[src/rtl/jtcps1_dwnld_ctrl.sv]
// jtcps1_dwnld_ctrl
//   Turns the ioctl ROM byte stream into 16-bit SDRAM word writes.
//
//   Byte path:
//   - Accepted bytes (ioctl_wr && downloading) are paired into words.
//   - Each word carries an active-low byte mask.
//   - Words are queued in a small FIFO of 2**FIFO_AW entries.
//
//   Write FSM:
//   - Drains the FIFO through a prog_we / prog_rdy handshake.
//
//   Config path:
//   - Bytes at ioctl_addr < REGSIZE also produce a one-cycle cfg_we strobe.
//
//   Ports:
//     clk, rst            clock, synchronous active-high reset
//     downloading         download window
//     ioctl_addr/data/wr  incoming byte stream (23-bit byte address)
//     prog_addr/data/mask SDRAM word address, data, mask (bit0 = low byte)
//     prog_we, prog_rdy   write request held until the one-cycle acknowledge
//     cfg_we/addr/data    config register write strobe
//     dwnld_busy          download or pending writes in flight
//     dwnld_done          one-cycle pulse once every write has committed
//     ovf                 sticky FIFO overflow flag
//     chksum              16-bit sum of accepted bytes
//                         (only with JTCPS1_DWNLD_CHKSUM_EN defined)
//
//   Optional feature macro: JTCPS1_DWNLD_CHKSUM_EN
module jtcps1_dwnld_ctrl #(
  parameter int REGSIZE = 21,
  parameter int FIFO_AW = 2
) (
  input  logic        clk,
  input  logic        rst,
  input  logic        downloading,
  input  logic [22:0] ioctl_addr,
  input  logic [7:0]  ioctl_data,
  input  logic        ioctl_wr,
  output logic [21:0] prog_addr,
  output logic [15:0] prog_data,
  output logic [1:0]  prog_mask,
  output logic        prog_we,
  input  logic        prog_rdy,
  output logic        cfg_we,
  output logic [4:0]  cfg_addr,
  output logic [7:0]  cfg_data,
  output logic        dwnld_busy,
  output logic        dwnld_done,
  output logic        ovf
`ifdef JTCPS1_DWNLD_CHKSUM_EN
  ,
  output logic [15:0] chksum
`endif
);

  localparam int DEPTH = 2**FIFO_AW;

  typedef struct packed {
    logic [21:0] addr;
    logic [15:0] data;
    logic [1:0]  mask;
  } entry_t;

  typedef enum logic {IDLE, REQ} state_t;

  logic dl_q;
  logic dl_rise, dl_fall, acc;

  assign dl_rise = downloading & ~dl_q;
  assign dl_fall = ~downloading & dl_q;
  assign acc     = ioctl_wr & downloading;

  // ---------------- byte pairing / skid ----------------
  logic        pr_vld_q, pr_vld_d;
  logic [21:0] pr_addr_q, pr_addr_d;
  logic [7:0]  pr_data_q, pr_data_d;
  logic        sk_vld_q, sk_vld_d;
  entry_t      sk_q, sk_d;
  logic        push;
  entry_t      push_e;
  entry_t      flush_e;
  logic [21:0] byte_waddr;

  assign byte_waddr = ioctl_addr[22:1];
  assign flush_e    = {pr_addr_q, 8'h00, pr_data_q, 2'b10};

  always_comb begin
    pr_vld_d  = pr_vld_q;
    pr_addr_d = pr_addr_q;
    pr_data_d = pr_data_q;
    sk_vld_d  = sk_vld_q;
    sk_d      = sk_q;
    push      = 1'b0;
    push_e    = '0;
    // The skid slot only fills on the cycle of a byte, and strobes are
    // spaced at least two cycles, so it never competes with a new byte.
    if (sk_vld_q) begin
      push     = 1'b1;
      push_e   = sk_q;
      sk_vld_d = 1'b0;
    end else if (acc) begin
      if (!ioctl_addr[0]) begin
        if (pr_vld_q) begin
          push   = 1'b1;
          push_e = flush_e;
        end
        pr_vld_d  = 1'b1;
        pr_addr_d = byte_waddr;
        pr_data_d = ioctl_data;
      end else if (pr_vld_q && (pr_addr_q == byte_waddr)) begin
        push     = 1'b1;
        push_e   = {byte_waddr, ioctl_data, pr_data_q, 2'b00};
        pr_vld_d = 1'b0;
      end else if (pr_vld_q) begin
        // Flush the stranded even byte now, the odd byte goes next cycle.
        push     = 1'b1;
        push_e   = flush_e;
        pr_vld_d = 1'b0;
        sk_vld_d = 1'b1;
        sk_d     = {byte_waddr, ioctl_data, 8'h00, 2'b01};
      end else begin
        push   = 1'b1;
        push_e = {byte_waddr, ioctl_data, 8'h00, 2'b01};
      end
    end else if (dl_fall && pr_vld_q) begin
      push     = 1'b1;
      push_e   = flush_e;
      pr_vld_d = 1'b0;
    end
  end

  always_ff @(posedge clk) begin
    if (rst) begin
      dl_q      <= 1'b0;
      pr_vld_q  <= 1'b0;
      pr_addr_q <= '0;
      pr_data_q <= '0;
      sk_vld_q  <= 1'b0;
      sk_q      <= '0;
    end else begin
      dl_q      <= downloading;
      pr_vld_q  <= pr_vld_d;
      pr_addr_q <= pr_addr_d;
      pr_data_q <= pr_data_d;
      sk_vld_q  <= sk_vld_d;
      sk_q      <= sk_d;
    end
  end

  // ---------------- FIFO ----------------
  entry_t             mem_q [DEPTH];
  logic [FIFO_AW-1:0] wr_ptr_q, rd_ptr_q;
  logic [FIFO_AW:0]   cnt_q, cnt_d;
  logic               full, empty, pop, wr_en;
  logic               ovf_q;
  state_t             state_q;

  assign full  = (cnt_q == (FIFO_AW+1)'(DEPTH));
  assign empty = (cnt_q == '0);
  // The head stays in the FIFO while it is being requested.
  assign pop   = (state_q == REQ) & prog_rdy;
  // A pop in the same cycle frees the slot, so a full FIFO still accepts.
  assign wr_en = push & (~full | pop);
  assign cnt_d = cnt_q + (FIFO_AW+1)'(wr_en) - (FIFO_AW+1)'(pop);

  always_ff @(posedge clk) begin
    if (wr_en) mem_q[wr_ptr_q] <= push_e;
  end

  always_ff @(posedge clk) begin
    if (rst) begin
      wr_ptr_q <= '0;
      cnt_q    <= '0;
      ovf_q    <= 1'b0;
    end else begin
      cnt_q <= cnt_d;
      if (wr_en) wr_ptr_q <= wr_ptr_q + FIFO_AW'(1);
      if (push && !wr_en) ovf_q <= 1'b1;
      else if (dl_rise)   ovf_q <= 1'b0;
    end
  end

  // ---------------- write FSM ----------------
  entry_t      head, next_e;
  logic [21:0] prog_addr_q;
  logic [15:0] prog_data_q;
  logic [1:0]  prog_mask_q;
  logic        prog_we_q;

  assign head   = mem_q[rd_ptr_q];
  assign next_e = mem_q[rd_ptr_q + FIFO_AW'(1)];

  always_ff @(posedge clk) begin
    if (rst) begin
      state_q     <= IDLE;
      rd_ptr_q    <= '0;
      prog_we_q   <= 1'b0;
      prog_addr_q <= '0;
      prog_data_q <= '0;
      prog_mask_q <= '0;
    end else begin
      case (state_q)
        IDLE: begin
          if (!empty) begin
            {prog_addr_q, prog_data_q, prog_mask_q} <= head;
            prog_we_q <= 1'b1;
            state_q   <= REQ;
          end
        end
        REQ: begin
          if (prog_rdy) begin
            rd_ptr_q <= rd_ptr_q + FIFO_AW'(1);
            // A word written this very cycle is not yet readable behind the
            // head, so it is picked up from IDLE on the next cycle instead.
            if (cnt_q > (FIFO_AW+1)'(1)) begin
              {prog_addr_q, prog_data_q, prog_mask_q} <= next_e;
            end else begin
              prog_we_q <= 1'b0;
              state_q   <= IDLE;
            end
          end
        end
        default: state_q <= IDLE;
      endcase
    end
  end

  // ---------------- config strobe and status ----------------
  logic       cfg_we_q;
  logic [4:0] cfg_addr_q;
  logic [7:0] cfg_data_q;
  logic       busy, busy_q, seen_q, done_q;

  assign busy = downloading | pr_vld_q | sk_vld_q | ~empty | (state_q == REQ);

  always_ff @(posedge clk) begin
    if (rst) begin
      cfg_we_q   <= 1'b0;
      cfg_addr_q <= '0;
      cfg_data_q <= '0;
      busy_q     <= 1'b0;
      seen_q     <= 1'b0;
      done_q     <= 1'b0;
    end else begin
      cfg_we_q <= acc & (ioctl_addr < 23'(REGSIZE));
      if (acc & (ioctl_addr < 23'(REGSIZE))) begin
        cfg_addr_q <= ioctl_addr[4:0];
        cfg_data_q <= ioctl_data;
      end
      busy_q <= busy;
      if (downloading) seen_q <= 1'b1;
      done_q <= busy_q & ~busy & seen_q;
    end
  end

`ifdef JTCPS1_DWNLD_CHKSUM_EN
  logic [15:0] chk_q;

  always_ff @(posedge clk) begin
    if (rst) chk_q <= '0;
    else     chk_q <= (dl_rise ? 16'h0000 : chk_q) + (acc ? {8'h00, ioctl_data} : 16'h0000);
  end

  assign chksum = chk_q;
`endif

  assign prog_addr  = prog_addr_q;
  assign prog_data  = prog_data_q;
  assign prog_mask  = prog_mask_q;
  assign prog_we    = prog_we_q;
  assign cfg_we     = cfg_we_q;
  assign cfg_addr   = cfg_addr_q;
  assign cfg_data   = cfg_data_q;
  assign dwnld_busy = busy;
  assign dwnld_done = done_q;
  assign ovf        = ovf_q;

endmodule

[config.mk]
export PLATFORM = sky130hd
export DESIGN_NAME = jtcps1_dwnld_ctrl
export DESIGN_NICKNAME = d
export VERILOG_FILES = /design/src/rtl/jtcps1_dwnld_ctrl.sv
export SDC_FILE = /design/constraint.sdc
export NUM_CORES = 1
export LEC_CHECK = 0
export ABC_AREA = 1
export ABC_CLOCK_PERIOD_IN_PS = 10400
export CAP_MARGIN = 20
export CORE_ASPECT_RATIO = 1.4
export CORE_MARGIN = 1.5
export CORE_UTILIZATION = 55
export DETAILED_ROUTE_END_ITERATION = 7
export PLACE_DENSITY = 0.75
export SKIP_CTS_REPAIR_TIMING = 1
export SYNTH_ARGS = -nofsm -noshare
export SYNTH_HDL_FRONTEND = slang
export SYNTH_SLANG_ARGS = --single-unit
[constraint.sdc]
create_clock -name clk -period 10.4 [get_ports clk]
set_input_delay 1.56 -clock clk [delete_from_list [all_inputs] [get_ports clk]]
set_output_delay 1.56 -clock clk [all_outputs]
set_load 0.01 [all_outputs]
==> flow_summary.yaml <==
clock_tree:
  cts.sinks: 293
  clk_pin_slew_ns: 0.06
  max-clock-path-buffers: 3
  cts_htree_levels: 1
  cts-root-buf: "clkbuf_16"
  cts_tree: "done"
  clk-insertion-delay-late_ns: 0.56
  cts_made_buffers: 28
critical_path:
  crit_arrival_ns: 4.60
  r2r_slack_ns: 6.81
  cp_max_fo: 23
  r2r_start: "pr_vld_q$_SDFFE_PP0P_"
  timing.rr.end: "mem_q[1][9]$_DFFE_PP_"
  required_ns: 10.62
  endpoint: "mem_q[1][9]$_DFFE_PP_"
  critPathCaptureType: "register"
  startpoint: "downloading"
  critPathLaunchType: "primary input"
  reg2reg_depth: 8
  crit_type: "in -> reg"
layout:
  multi_input_area_um2: 5239
  syn_to_final_growth_pct: 14.21
  layout.cells.non_filler: 2039
  antenna_cells: 0
  nets: 1746
  num-fill-cells: 2043
  fin_util: 0.6423
  layout-drive-gt1-share: 0.06265
  seq_area_um2: 7473
logic_synthesis:
  synth_cell_types: 38
  synth_cells: 1674
  yosysTopAreaCellShare: 0.3451
  netlist_top_cells_area: "edfxtp_1 35%, dfxtp_1 19%, nand2_1 11%, o21ai_0 4.7%, inv_1 4.4%"
  synth-seq-cells: 293
  synth_area_um2: 13920
  yosys-top-cells-count: "401 x nand2_1, 162 x inv_1, 160 x edfxtp_1"
  synth_warnings: 0
  syn_area_per_cell_um2: 8.317
  synthArstFlopShare: 0
  synth.most_common_cell: "nand2_1"
  syn_nets: 1718
  synth_edf_count: 160
  synth-main-ff-cell: "edfxtp_1"
  yosysTopAreaCell: "edfxtp_1"
  yosysSeqAreaShare: 0.5363
grt:
  grt.busiest_layer: "met2"
  antenna_found_initial: 0
  gr-usage-met3: 0.02758
  grt_pass1_vias: 11369
  grt_usage: 0.2725
  grt_pass1_wl_mm: 56.34
  gr-usage-met2: 0.4725
  grt_use_met1: 0.3420
  grt_max_degree: 84
  grt-ovfl-total: 0
detailed_routing:
  wire_per_inst_um: 17.29
  viasPerCell: 5.766
  via_count: 11756
  route.detailed.drc: 0
  routed_wl_mm: 35.25
  ant_nets: 0
  drt_iter0_markers: 970
  drt-pass1-iter-count: 7
power_and_ir_drop:
  powerDensity_nw_per_um2: 218.3
  vdd_drop_max_uv: 191.3
  pwr-share-clk: 0.311
  p_sw_frac: 0.3281
  seqPwrFrac: 0.398
  power.total_mw: 3.471
  p_leak_nw: 6.100
  power.internal_mw: 2.332
  p_sw_mw: 1.139
  p_comb_frac: 0.291
sta:
  period_minus_slack_ns: 4.384
  finClkSkew_ns: 0.01632
  max_slew_margin: 0.3115
  rsz0062_at_grt: "no"
  finalSetupTns_ns: 0
  clock.fmax_ghz: 0.2281
  worst_slew_pin_slew_ns: 1.029
  drv_slew: 0
  fin_crit_sh: 0.4215
  finalHoldViolations: 0
  finalSetupViolations: 0
status:
  status: "completed"
die:
  pin_count: 94
  row_count: 68
  die-area_um2: 26290
  dieHeight_um: 191.3
  start_util: 0.5624
  core-area_um2: 24760
  die_width_um: 137.5
placed_design:
  hpwl_mm: 21.56
  dp.cells: 1987
  place_congestion: 0.8824
  port_buffers: 93
worst_hold_path:
  hold_class: "reg -> reg"
run:
  cap_violations: 0
through the flow:
step           setup WS, ns  hold WS (ns)  cell area [µm²]
2_1_floorplan         6.060        0.4298            13920
3_3_place_gp          5.525        0.4507            14920
3_5_place_dp          5.465        0.4415            14920
4_1_cts               6.039        0.4547            15900
5_1_grt               5.777        0.4788            15900
6_report              6.016        0.4523            15900
cell type report:
cell class,instances,area share
inverter,200,0.04721
clock inverter,20,0.01684
tap,315,0.02479
sequential,293,0.4700
clock buffer,32,0.04501
multi-input combinational,1068,0.3295
timing repair buffer,111,0.06672
worst min path at each step:
stage | start | to | slack [ns] | cells past startpoint
after detailed placement | busy_q$_SDFF_PP0_ | dwnld_done$_SDFF_PP0_ | 0.44 | 2
after CTS | busy_q$_SDFF_PP0_ | dwnld_done$_SDFF_PP0_ | 0.45 | 2
after global placement | busy_q$_SDFF_PP0_ | dwnld_done$_SDFF_PP0_ | 0.45 | 2
final | busy_q$_SDFF_PP0_ | dwnld_done$_SDFF_PP0_ | 0.45 | 2
after floorplan | busy_q$_SDFF_PP0_ | dwnld_done$_SDFF_PP0_ | 0.43 | 2
after global routing | sk_q[10]$_SDFFE_PP0P_ | sk_q[10]$_SDFFE_PP0P_ | 0.48 | 2
cell families (layout without fill, tap and decap cells):
logic type,count (synthesis),after routing,share of synthesized area
AO/OA/AOI/OAI,381,381,0.1614
XOR/XNOR,5,5,0.003146
adder cells (fa/ha/maj),8,8,0.007728
buffers and inverters,313,363,0.09022
flip-flops,293,293,0.5363
AND/OR/NAND/NOR,674,674,0.2012
cell usage in the layout (no fill, tap or decap), types with 3 or more instances in the layout:
cell and n:
o22ai_1 19, nand2_2 4, nand2_1 401, a21oi_1 110, nor2_2 6, clkinv_2 6, dfxtp_1 130, nand4_1 25
o21ai_0 130, clkbuf_1 4, a31oi_1 21, buf_4 18, bufinv_16 6, clkbuf_16 28, inv_1 160, ha_1 7
nor2_1 125, o31ai_1 3, clkinv_1 23, nor2_4 5, xnor2_1 3, o2111ai_1 27, inv_2 20, edfxtp_1 160
a22oi_1 14, o211ai_1 54, clkdlybuf4s50_1 92, nand3_1 99
layer usage:
metal	share of wire	up-vias
met4	0.033	0
met5	0	-
met3	0.069	100
met2	0.50	477
met1	0.40	5478
li1	-	5701
worst max-delay path: stages:
cell             delay [ns]
clkdlybuf4s50_1        0.47
inv_1                  0.13
nand2_1                0.07
nor2_2                 0.75
nor2_1                 0.16
a22oi_2                0.21
nand2_2                0.23
nor2_4                 0.55
buf_4                  0.46
state kept, by name, indices dropped and copies added (netlist names), named ones only:
name        flops
pr_vld_q        1
cnt_q           3
cfg_data        8
pr_addr_q      22
busy_q          1
seen_q          1
sk_vld_q        1
prog_we         1
prog_data      16
wr_ptr_q        2
rd_ptr_q        2
prog_mask       2
ovf             1
dwnld_done      1
cfg_we          1
state_q         1
cfg_addr        5
mem_q         160
dl_q            1
pr_data_q       8
prog_addr      22
sk_q           31
power by group through the flow:
stage / Sequential (mW) / Combinational [mW] / Clock [mW]
final: 1.38 / 1.01 / 1.08
after global routing: 1.39 / 1.11 / 1.14
after CTS: 1.38 / 1.01 / 1.09
after detailed placement: 1.41 / 1.00 / 0
after global placement: 1.40 / 0.978 / 0
after floorplan: 1.43 / 0.606 / 0
No activity file was read; power rests on OpenSTA's default activity.
